## config.mk

```make
export PLATFORM = sky130hd
export DESIGN_NAME = regfile_op_sequencer
export DESIGN_NICKNAME = d
export VERILOG_FILES = /design/src/rtl/regfile_op_sequencer.sv
export SDC_FILE = /design/constraint.sdc
export NUM_CORES = 1
export LEC_CHECK = 0
export CORE_MARGIN = 4
export CORE_UTILIZATION = 50
export DETAILED_ROUTE_END_ITERATION = 10
export GPL_TIMING_DRIVEN = 0
export PLACE_DENSITY = 0.78
export SYNTH_ARGS = -nofsm -noshare
export SYNTH_HDL_FRONTEND = slang
export SYNTH_SLANG_ARGS = --single-unit
```

## constraint.sdc

```tcl
create_clock -name clk -period 4.6 [get_ports clk]
set_clock_uncertainty 0.2 [all_clocks]
set_input_delay 1.38 -clock clk [delete_from_list [all_inputs] [get_ports clk]]
set_output_delay 1.38 -clock clk [all_outputs]
set_load 0.1 [all_outputs]
```

## src/rtl/regfile_op_sequencer.sv

```systemverilog
// ---------------------------------------------------------------------------
// regfile_op_sequencer
//
// Purpose:
//   Command-driven controller for a 16 x 20-bit register file.
//   It accepts one operation per valid/ready handshake, drives the register
//   file read addresses, captures both operands, computes a result and issues
//   a single write-back. A CLEAR command zeroes all registers, one per cycle.
//
//   Flow per command:
//     arithmetic / LOADI / MOV : IDLE -> READ -> EXEC -> WRITE -> IDLE
//     NOP                      : IDLE -> WRITE (write suppressed) -> IDLE
//     CLEAR                    : IDLE -> CLR (16 cycles) -> IDLE
//
// Configuration:
//   RFSEQ_SATURATE_EN - when defined, ADD saturates to all-ones on overflow
//                       and SUB clamps to zero on borrow. flag_carry still
//                       reports the raw overflow/borrow. When undefined,
//                       results wrap modulo 2^DW.
//
// Ports:
//   clk          in   system clock, rising edge
//   reset        in   asynchronous, active-high reset
//   cmd_valid    in   command present
//   cmd_ready    out  sequencer can accept a command
//   cmd_op       in   0 NOP, 1 LOADI, 2 MOV, 3 ADD, 4 SUB, 5 AND, 6 OR, 7 CLEAR
//   cmd_dst      in   destination register
//   cmd_srcA     in   operand A register
//   cmd_srcB     in   operand B register
//   cmd_imm      in   immediate for LOADI
//   rf_rdAddrA   out  register file read address A
//   rf_rdAddrB   out  register file read address B
//   rf_rdDataA   in   register file read data A (combinational)
//   rf_rdDataB   in   register file read data B (combinational)
//   rf_write     out  register file write enable
//   rf_wrAddr    out  register file write address
//   rf_wrData    out  register file write data
//   done         out  one-cycle pulse when an operation retires
//   flag_zero    out  last write-back result was zero
//   flag_carry   out  carry/borrow of the last ADD/SUB
// ---------------------------------------------------------------------------
module regfile_op_sequencer #(
    parameter int DW = 20,
    parameter int AW = 4
) (
    input  logic          clk,
    input  logic          reset,
    input  logic          cmd_valid,
    output logic          cmd_ready,
    input  logic [2:0]    cmd_op,
    input  logic [AW-1:0] cmd_dst,
    input  logic [AW-1:0] cmd_srcA,
    input  logic [AW-1:0] cmd_srcB,
    input  logic [DW-1:0] cmd_imm,
    output logic [AW-1:0] rf_rdAddrA,
    output logic [AW-1:0] rf_rdAddrB,
    input  logic [DW-1:0] rf_rdDataA,
    input  logic [DW-1:0] rf_rdDataB,
    output logic          rf_write,
    output logic [AW-1:0] rf_wrAddr,
    output logic [DW-1:0] rf_wrData,
    output logic          done,
    output logic          flag_zero,
    output logic          flag_carry
);

    localparam logic [2:0] OP_NOP   = 3'd0;
    localparam logic [2:0] OP_LOADI = 3'd1;
    localparam logic [2:0] OP_MOV   = 3'd2;
    localparam logic [2:0] OP_ADD   = 3'd3;
    localparam logic [2:0] OP_SUB   = 3'd4;
    localparam logic [2:0] OP_AND   = 3'd5;
    localparam logic [2:0] OP_OR    = 3'd6;
    localparam logic [2:0] OP_CLEAR = 3'd7;

    typedef enum logic [2:0] {
        S_IDLE,
        S_READ,
        S_EXEC,
        S_WRITE,
        S_CLR
    } state_t;

    state_t        state;
    logic [2:0]    op_q;
    logic [AW-1:0] dst_q;
    logic [AW-1:0] clr_cnt;
    logic [AW-1:0] clr_next;

    // Datapath registers carry no reset: they are always loaded before use.
    logic [DW-1:0] imm_q;
    logic [DW-1:0] op_a;
    logic [DW-1:0] op_b;

    logic [DW:0]   sum;
    logic [DW:0]   diff;
    logic [DW-1:0] exec_result;
    logic          exec_carry;
    logic          accept;

`ifdef RFSEQ_SATURATE_EN
    // Clamp an unsigned DW+1-bit sum to the largest representable value.
    function automatic logic [DW-1:0] sat_add(input logic [DW:0] s);
        return s[DW] ? {DW{1'b1}} : s[DW-1:0];
    endfunction

    // Clamp an unsigned DW+1-bit difference to zero when it borrowed.
    function automatic logic [DW-1:0] sat_sub(input logic [DW:0] d);
        return d[DW] ? {DW{1'b0}} : d[DW-1:0];
    endfunction
`endif

    assign accept   = (state == S_IDLE) && cmd_valid && cmd_ready;
    assign clr_next = clr_cnt + 1'b1;

    // Zero-extended operands: bit DW of the sum is the carry, bit DW of the
    // difference is the borrow (set exactly when A < B).
    always_comb begin
        sum         = {1'b0, op_a} + {1'b0, op_b};
        diff        = {1'b0, op_a} - {1'b0, op_b};
        exec_result = '0;
        exec_carry  = 1'b0;
        case (op_q)
            OP_LOADI: exec_result = imm_q;
            OP_MOV:   exec_result = op_a;
            OP_ADD: begin
`ifdef RFSEQ_SATURATE_EN
                exec_result = sat_add(sum);
`else
                exec_result = sum[DW-1:0];
`endif
                exec_carry  = sum[DW];
            end
            OP_SUB: begin
`ifdef RFSEQ_SATURATE_EN
                exec_result = sat_sub(diff);
`else
                exec_result = diff[DW-1:0];
`endif
                exec_carry  = diff[DW];
            end
            OP_AND:   exec_result = op_a & op_b;
            OP_OR:    exec_result = op_a | op_b;
            default:  exec_result = '0;
        endcase
    end

    // ---- operand capture: immediate at the handshake, register data in READ
    always_ff @(posedge clk) begin
        if (accept) begin
            imm_q <= cmd_imm;
        end
        if (state == S_READ) begin
            op_a <= rf_rdDataA;
            op_b <= rf_rdDataB;
        end
    end

    // ---- control FSM with registered outputs
    always_ff @(posedge clk or posedge reset) begin
        if (reset) begin
            state      <= S_IDLE;
            cmd_ready  <= 1'b1;
            op_q       <= OP_NOP;
            dst_q      <= '0;
            clr_cnt    <= '0;
            rf_rdAddrA <= '0;
            rf_rdAddrB <= '0;
            rf_write   <= 1'b0;
            rf_wrAddr  <= '0;
            rf_wrData  <= '0;
            done       <= 1'b0;
            flag_zero  <= 1'b0;
            flag_carry <= 1'b0;
        end else begin
            // Write enable and done are single-cycle pulses unless re-armed.
            rf_write <= 1'b0;
            done     <= 1'b0;
            case (state)
                S_IDLE: begin
                    if (accept) begin
                        op_q       <= cmd_op;
                        dst_q      <= cmd_dst;
                        rf_rdAddrA <= cmd_srcA;
                        rf_rdAddrB <= cmd_srcB;
                        cmd_ready  <= 1'b0;
                        case (cmd_op)
                            OP_NOP: begin
                                state     <= S_WRITE;
                                rf_wrAddr <= cmd_dst;
                                done      <= 1'b1;
                            end
                            OP_CLEAR: begin
                                state     <= S_CLR;
                                clr_cnt   <= '0;
                                rf_write  <= 1'b1;
                                rf_wrAddr <= '0;
                                rf_wrData <= '0;
                                flag_zero <= 1'b1;
                            end
                            default: state <= S_READ;
                        endcase
                    end
                end
                S_READ: begin
                    state <= S_EXEC;
                end
                S_EXEC: begin
                    // The result lands in rf_wrData together with the write
                    // strobe so that WRITE presents everything in one cycle.
                    state     <= S_WRITE;
                    rf_write  <= 1'b1;
                    rf_wrAddr <= dst_q;
                    rf_wrData <= exec_result;
                    done      <= 1'b1;
                    flag_zero <= (exec_result == '0);
                    if (op_q == OP_ADD || op_q == OP_SUB) begin
                        flag_carry <= exec_carry;
                    end
                end
                S_WRITE: begin
                    state     <= S_IDLE;
                    cmd_ready <= 1'b1;
                end
                S_CLR: begin
                    // clr_cnt is the address being written this cycle; it
                    // wraps back to zero after the last register.
                    clr_cnt <= clr_next;
                    if (clr_cnt == {AW{1'b1}}) begin
                        state     <= S_IDLE;
                        cmd_ready <= 1'b1;
                    end else begin
                        rf_write  <= 1'b1;
                        rf_wrAddr <= clr_next;
                        rf_wrData <= '0;
                        done      <= (clr_next == {AW{1'b1}});
                    end
                end
                default: begin
                    state     <= S_IDLE;
                    cmd_ready <= 1'b1;
                end
            endcase
        end
    end

endmodule
```

==> load_flow_metrics.sql, run 1 <==
INSERT INTO impl_metrics (metric_group, metric, value, unit) VALUES
('worst_setup_path', 'master_of_the_slowest_instance_on_the_critical_path', 'sky130_fd_sc_hd__a2111oi_0', ''),
('cells_and_area', 'layout.cells.most_common', 'sky130_fd_sc_hd__clkdlybuf4s50_1', ''),
('sta', 'timing.fmax', '234', 'MHz'),
('sta', 'grt_setup_unrepaired', 'false', ''),
('outcome', 'status', 'finished, final reports clean', ''),
('cells_and_area', 'num-nets-final', '1037', ''),
('floorplanning', 'die_area', '16900', 'um2'),
('run', 'cap_violations', '0', ''),
('clock_tree', 'cts_buffers', '9', ''),
('worst_setup_path', 'path_length_in_cells_of_the_critical_path', '11', ''),
('synthesis', 'netlist_instances', '761', ''),
('power', 'total_switching_power', '3.67', 'mW'),
('drt', 'viasPerCell', '6.09', ''),
('grt', 'grt_max_degree', '39', ''),
('sta', 'timing.final.ws_setup', '0.320', 'ns'),
('synthesis', 'async_flop_share', '45.9', '%'),
('hold_path', 'hold_depth', '2', ''),
('synthesis', 'ys.warnings.count', '0', ''),
('sta', 'maxSlewHeadroom', '32.8', '%'),
('synthesis', 'synth_seq_area_share', '41.4', '%'),
('drt', 'route.detailed.wl_per_inst', '19.3', 'um'),
('place', 'dpl.cell_count', '1064', ''),
('power', 'combinational_share_of_power', '65.3', '%'),
('synthesis', 'synth.ff_latch_count', '111', ''),
('grt', 'groute.layer.met2.usage', '38.6', '%'),
('synthesis', 'postSynthAreaPerCell', '9.76', 'um2'),
('clock_tree', 'ctsHtreeMaxLevel', '3', ''),
('grt', 'gr-max-usage-layer', 'met2', ''),
('place', 'placement.setup.worst_slack', '0.477', 'ns'),
('worst_setup_path', 'r2r.worst_path.cells', '11', ''),
('sta', 'finalMaxSlewViolations', '0', ''),
('worst_setup_path', 'critical_path_buffer_and_inverter_count', '0', ''),
('floorplanning', 'die_width', '130', 'um'),
('grt', 'global_route.usage.met3', '4.95', '%'),
('power', 'leakagePower', '3.83', 'nW'),
('worst_setup_path', 'startpoint_type', 'register', ''),
('sta', 'final.hold.worst_slack', '0.285', 'ns'),
('hold_path', 'hp-class', 'register to register', ''),
('drt', 'dr.first_iter.drc_count', '548', ''),
('clock_tree', 'cts_setup_buffers', '0', ''),
('worst_setup_path', 'arrival_time_at_the_worst_endpoint', '4.28', 'ns'),
('synthesis', 'mapped_nets', '907', ''),
('synthesis', 'netlist_area', '7430', 'um2'),
('synthesis', 'synth_ff_type', 'sky130_fd_sc_hd__edfxtp_1', ''),
('cells_and_area', 'highest_count_cells_in_the_layout_ignoring_fill_and_taps', '114 x sky130_fd_sc_hd__clkdlybuf4s50_1, 67 x sky130_fd_sc_hd__nor2_1, 66 x sky130_fd_sc_hd__ha_1, 62 x sky130_fd_sc_hd__inv_1, 60 x sky130_fd_sc_hd__edfxtp_1', ''),
('worst_setup_path', 'cpLargestDelayFamily', 'compound AO/OA/AOI/OAI gates', ''),
('worst_setup_path', 'timing.critical_path.mode_cell', 'sky130_fd_sc_hd__a211o_1', ''),
('cells_and_area', 'post_route_cells_drive_above_1_share', '6.70', '%'),
('power', 'power.share.sequential', '23.3', '%'),
('power', 'clockPowerShare', '11.4', '%'),
('clock_tree', 'clkLatencyLatePin', '0.36', 'ns'),
('drt', 'final_antenna_net_count', '0', ''),
('place', 'routabilityCongestion', '0.942', ''),
('worst_setup_path', 'critical_path_class', 'register to register', ''),
('clock_tree', 'post_cts.resized_instances', '0', ''),
('grt', 'grt.overflow.total', '0', ''),
('synthesis', 'yosysUniqueCellTypes', '75', ''),
('clock_tree', 'hold_buffers', '0', ''),
('drt', 'wl', '20900', 'um'),
('worst_setup_path', 'worstSetupEndpointType', 'register', ''),
('grt', 'wire_length_of_the_first_global_routing_pass', '32400', 'um'),
('grt', 'grt_util_met1', '34.3', '%'),
('grt', 'grt_pass1_vias', '6225', ''),
('sta', 'min_clock_period_post_route', '4.28', 'ns'),
('sta', 'timing_hold_violations_final', '0', ''),
('sta', 'fin_crit_sh', '93.0', '%'),
('cells_and_area', 'num_antenna_cells', '0', ''),
('grt', 'global_route.usage.total', '24.8', '%'),
('sta', 'tightest_slew', '1.01', 'ns'),
('power', 'cell_internal_pwr', '3.21', 'mW'),
('worst_setup_path', 'critPathMaxStageDelay', '0.82', 'ns');
==> through the flow <==
step	setup TNS [ns]	power, mW	instance area (um2)
final	0	6.88	9180
after floorplan	0	4.81	7430
after global placement	-83.27	5.97	8800
after CTS	0	6.84	9180
after global routing	0	7.27	9180
after detailed placement	0	6.03	8880
==> cell families after synthesis <==
| logic type | after synthesis | share of synthesized area (%) |
|---|---|---|
| AND/OR/NAND/NOR | 196 | 12.9 |
| adder cells (fa/ha/maj) | 68 | 11.7 |
| AO/OA/AOI/OAI | 249 | 24.3 |
| XOR/XNOR | 4 | 0.472 |
| buffers and inverters | 108 | 5.59 |
| multiplexers | 25 | 3.64 |
| flip-flops | 111 | 41.4 |
==> worst reg2reg max path, stage by stage (launching register included) <==
cell and delay [ns]:
sky130_fd_sc_hd__edfxtp_1 0.42, sky130_fd_sc_hd__ha_1 0.24, sky130_fd_sc_hd__fa_1 0.45, sky130_fd_sc_hd__a211o_1 0.39, sky130_fd_sc_hd__a2111oi_4 0.38, sky130_fd_sc_hd__o21ai_1 0.13, sky130_fd_sc_hd__a41o_1 0.34, sky130_fd_sc_hd__a211o_1 0.34
sky130_fd_sc_hd__a31oi_1 0.22, sky130_fd_sc_hd__o31ai_1 0.09, sky130_fd_sc_hd__a2111oi_0 0.82, sky130_fd_sc_hd__a311oi_1 0.10
==> worst paths after layout <==
path / from / end / slack, ns
setup / recovery: op_b[0] / flag_carry / 0.32
hold / removal: rf_wrAddr[1] / rf_wrAddr[1] / 0.28
setup reg to reg: op_b[0] / flag_carry / 0.32
hold reg to reg: rf_wrAddr[1] / rf_wrAddr[1] / 0.28
max in group asynchronous: reset / cmd_ready / 2.54
min in group asynchronous: reset / rf_rdAddrB[1] / 1.09
==> cell usage after synthesis (all sizes together), types with 9 or more instances <==
master   n  area, um2
inv     64        240
nor3    12       60.1
a21o    16        120
mux2    16        180
nor2    67        251
a221o    9       90.1
a211oi  15        113
nor4    10       62.6
nand2   43        161
ha      66        826
o31ai    9       67.6
edfxtp  60       1800
a221oi  12        111
mux2i    9       90.1
dfrtp   50       1250
nand2b  11       68.8
clkbuf  39        146
a21oi   48        240
o21ai   43        215
==> per-layer routing <==
metal | vias to the layer above | part of all wire, % | wire length [um]
met1 | 3137 | 43 | 9020
met4 | 0 | 2.9 | 612
met2 | 301 | 44 | 9230
met3 | 37 | 9.6 | 1990
li1 | 3101 | - | -
met5 | - | 0 | 0
==> state kept, by name (all words and copies together), names as in the netlist <==
register	cells
imm_q	20
done	1
rf_wrAddr	4
op_a	20
flag_zero	1
rf_rdAddrA	4
rf_wrData	20
state	3
flag_carry	1
clr_cnt	4
rf_write	1
dst_q	4
op_b	20
op_q	3
rf_rdAddrB	4
cmd_ready	1
==> power by group through the flow <==
stage               Clock, mW  Combinational [mW]  Sequential (mW)
detailed placement          0                4.41             1.62
floorplan                   0                2.11             2.70
global placement            0                4.34             1.62
CTS                     0.801                4.43             1.60
finish                  0.787                4.49             1.60
global route            0.834                4.79             1.64
==> area by class of cell <==
| class | count | area, um2 |
|---|---|---|
| Buffer | 44 | 176 |
| Fill cell | 1214 | 5350 |
| Timing Repair Buffer | 119 | 1210 |
| Clock buffer | 13 | 282 |
| Sequential cell | 111 | 3080 |
| Inverter | 64 | 240 |
| Tap cell | 184 | 230 |
| Multi-Input combinational cell | 542 | 3950 |
| Clock inverter | 3 | 21.3 |
Power figures use the tool's default switching activity.
==> run 2, diff against run 1 <==
--- a/config.mk
+++ b/config.mk
@@ -5,11 +5,14 @@
 export SDC_FILE = /design/constraint.sdc
 export NUM_CORES = 1
 export LEC_CHECK = 0
+export CAP_MARGIN = 25
+export CELL_PAD_IN_SITES_DETAIL_PLACEMENT = 1
+export CELL_PAD_IN_SITES_GLOBAL_PLACEMENT = 1
 export CORE_MARGIN = 4
-export CORE_UTILIZATION = 50
+export CORE_UTILIZATION = 38
 export DETAILED_ROUTE_END_ITERATION = 10
 export GPL_TIMING_DRIVEN = 0
-export PLACE_DENSITY = 0.78
+export PLACE_DENSITY = 0.77
 export SYNTH_ARGS = -nofsm -noshare
 export SYNTH_HDL_FRONTEND = slang
 export SYNTH_SLANG_ARGS = --single-unit
==> run 2 against run 1 <==
- register-to-register slack about the same
- sequential share of layout area decreased by 0.47 points
- flip-flop and latch count unchanged
- highest routed layer unchanged
==> load_flow_metrics.sql, run 2 (synthesis gave the netlist of run 1 again) <==
INSERT INTO impl_metrics (metric_group, metric, value, unit) VALUES
('floorplanning', 'core_area', '19000', 'um2'),
('sta', 'final.hold.worst_slack', '0.277', 'ns'),
('grt', 'grt_pass1_vias', '7005', ''),
('sta', 'grt_setup_unrepaired', 'false', ''),
('place', 'i_o_buffers', '114', ''),
('clock_tree', 'clkSlewWorstSetupHoldPaths', '0.08', 'ns'),
('drt', 'detail_route.drc_violations', '0', ''),
('place', 'routabilityCongestion', '0.898', ''),
('drt', 'viasPerCell', '5.75', ''),
('cells_and_area', 'num_antenna_cells', '0', ''),
('hold_path', 'timing.hold.worst_endpoint', 'rf_wrAddr[1]', ''),
('clock_tree', 'cts_setup_buffers', '0', ''),
('clock_tree', 'hold_buffers', '0', ''),
('clock_tree', 'ctsHtreeMaxLevel', '3', ''),
('floorplanning', 'die_width', '148', 'um'),
('drt', 'via_count', '6651', ''),
('cells_and_area', 'final.fill_count', '2161', ''),
('sta', 'timing_hold_violations_final', '0', ''),
('worst_setup_path', 'critical_path_peak_fanout', '10', ''),
('cells_and_area', 'layout.cells.most_common', 'sky130_fd_sc_hd__clkdlybuf4s50_1', ''),
('clock_tree', 'cts_buffers', '9', ''),
('sta', 'fin_crit_sh', '93.0', '%'),
('worst_setup_path', 'r2r.worst_path.cells', '10', ''),
('clock_tree', 'cts_num_sinks', '111', ''),
('sta', 'min_clock_period_post_route', '4.28', 'ns'),
('outcome', 'status', 'finished, final reports clean', ''),
('power', 'leakagePower', '3.85', 'nW'),
('grt', 'grt_antenna_before_repair', '0', ''),
('cells_and_area', 'highest_count_cells_in_the_layout_ignoring_fill_and_taps', '114 x sky130_fd_sc_hd__clkdlybuf4s50_1, 67 x sky130_fd_sc_hd__nor2_1, 66 x sky130_fd_sc_hd__ha_1, 62 x sky130_fd_sc_hd__inv_1, 60 x sky130_fd_sc_hd__edfxtp_1', ''),
('run', 'cap_violations', '0', ''),
('grt', 'global_route.usage.total', '22.1', '%'),
('worst_setup_path', 'rr_endpoint', 'flag_zero', ''),
('drt', 'final_antenna_net_count', '0', ''),
('hold_path', 'timing.hold.worst.start', 'rf_wrAddr[1]', ''),
('worst_setup_path', 'critical_path_class', 'register to register', ''),
('floorplanning', 'fp-row-count', '50', ''),
('hold_path', 'hold_depth', '2', ''),
('cells_and_area', 'final_core_util', '49.1', '%'),
('worst_setup_path', 'rr_startpoint', 'op_q[2]', ''),
('floorplanning', 'dieHeight', '148', 'um'),
('floorplanning', 'die_area', '21900', 'um2'),
('clock_tree', 'cts_root_buf', 'sky130_fd_sc_hd__clkbuf_16', ''),
('sta', 'tightest_slew', '1.01', 'ns'),
('drt', 'dr.first_iter.drc_count', '454', ''),
('place', 'hpwlAfterDp', '18100', 'um'),
('clock_tree', 'tritoncts_clock_tree', 'yes', ''),
('worst_setup_path', 'startpoint_type', 'register', ''),
('grt', 'wire_length_of_the_first_global_routing_pass', '38400', 'um'),
('hold_path', 'hp-class', 'register to register', ''),
('clock_tree', 'clkLatencyLatePin', '0.37', 'ns'),
('drt', 'route.detailed.wl_per_inst', '20.7', 'um'),
('sta', 'timing.fmax', '234', 'MHz'),
('cells_and_area', 'flow.area_growth_from_synthesis', '25.3', '%'),
('grt', 'grt.overflow.total', '0', ''),
('floorplanning', 'initial_core_util', '39.2', '%'),
('worst_setup_path', 'r2r_setup_slk', '0.32', 'ns'),
('cells_and_area', 'num-nets-final', '1038', ''),
('floorplanning', 'floorplan.io_pins', '115', ''),
('power', 'ir_drop', '599', 'uV'),
('clock_tree', 'post_cts.resized_instances', '0', ''),
('worst_setup_path', 'data_required_time_of_the_critical_path', '4.67', 'ns'),
('clock_tree', 'cts.path.max_buffers', '2', ''),
('drt', 'drt_first_pass_iters', '5', ''),
('sta', 'setup_viol', '0', ''),
('cells_and_area', 'multi_input_comb_area', '3950', 'um2'),
('worst_setup_path', 'worstSetupEndpointType', 'register', ''),
('drt', 'wl', '24000', 'um'),
('cells_and_area', 'post_route_cells_drive_above_1_share', '6.91', '%'),
('power', 'power.density_cell_area', '755', 'nW/um2'),
('sta', 'maxSlewHeadroom', '32.3', '%'),
('worst_setup_path', 'arrival_time_at_the_worst_endpoint', '4.35', 'ns'),
('grt', 'grt_max_degree', '30', ''),
('cells_and_area', 'ff_latch_area', '3080', 'um2'),
('sta', 'finalMaxSlewViolations', '0', '');
run 2: area by class of cell:
cell class                      count  share of cell area, %
Buffer                             44                   1.89
Multi-Input combinational cell    542                   42.4
Clock buffer                       10                   2.69
Tap cell                          260                   3.49
Inverter                           64                   2.58
Clock inverter                      6                  0.739
Sequential cell                   111                   33.1
Timing Repair Buffer              120                   13.2
run 2: metrics by stage:
step                power, mW  instances  setup TNS, ns  instance area, um2  worst slack [ns]
floorplan                4.81        761              0                7430             0.317
global placement         6.05       1135        -101.07                8900             -1.75
detailed placement       6.15       1141              0                8990             0.267
CTS                      7.03       1157              0                9310             0.454
global route             7.45       1157              0                9310             0.246
finish                   7.03       1157              0                9310             0.321
run 2: per-layer routing:
layer	share of wire [%]	global-route usage (%)	vias up
met2	47	36.8	204
met4	1.9	5.87	0
li1	-	-	3095
met3	5.6	4.26	40
met5	0	0	-
met1	45	29.8	3312
run 2: report_power, final:
part | internal, mW | leakage [nW] | switching, mW
clock | 0.420 | 0.158 | 0.419
combinational | 1.39 | 2.51 | 3.18
sequential | 1.40 | 1.18 | 0.225
total | 3.20 | 3.85 | 3.83
run 2: critical path, stage by stage, from the launching register on:
cell,delay [ns]
sky130_fd_sc_hd__dfrtp_1,0.40
sky130_fd_sc_hd__buf_1,0.61
sky130_fd_sc_hd__clkbuf_1,0.55
sky130_fd_sc_hd__clkbuf_1,0.60
sky130_fd_sc_hd__buf_2,0.40
sky130_fd_sc_hd__nor2_1,0.09
sky130_fd_sc_hd__a21oi_1,0.32
sky130_fd_sc_hd__o211ai_1,0.21
sky130_fd_sc_hd__nor4_1,0.32
sky130_fd_sc_hd__nand4_1,0.20
sky130_fd_sc_hd__o31ai_1,0.28
run 2: how the worst max path moves through the flow:
stage              start         to
6_report         op_q[2]  flag_zero
5_1_grt          op_q[2]  flag_zero
4_1_cts          op_q[2]  flag_zero
3_5_place_dp   cmd_op[0]  flag_zero
3_3_place_gp    state[0]    op_a[9]
2_1_floorplan   state[2]    op_a[0]
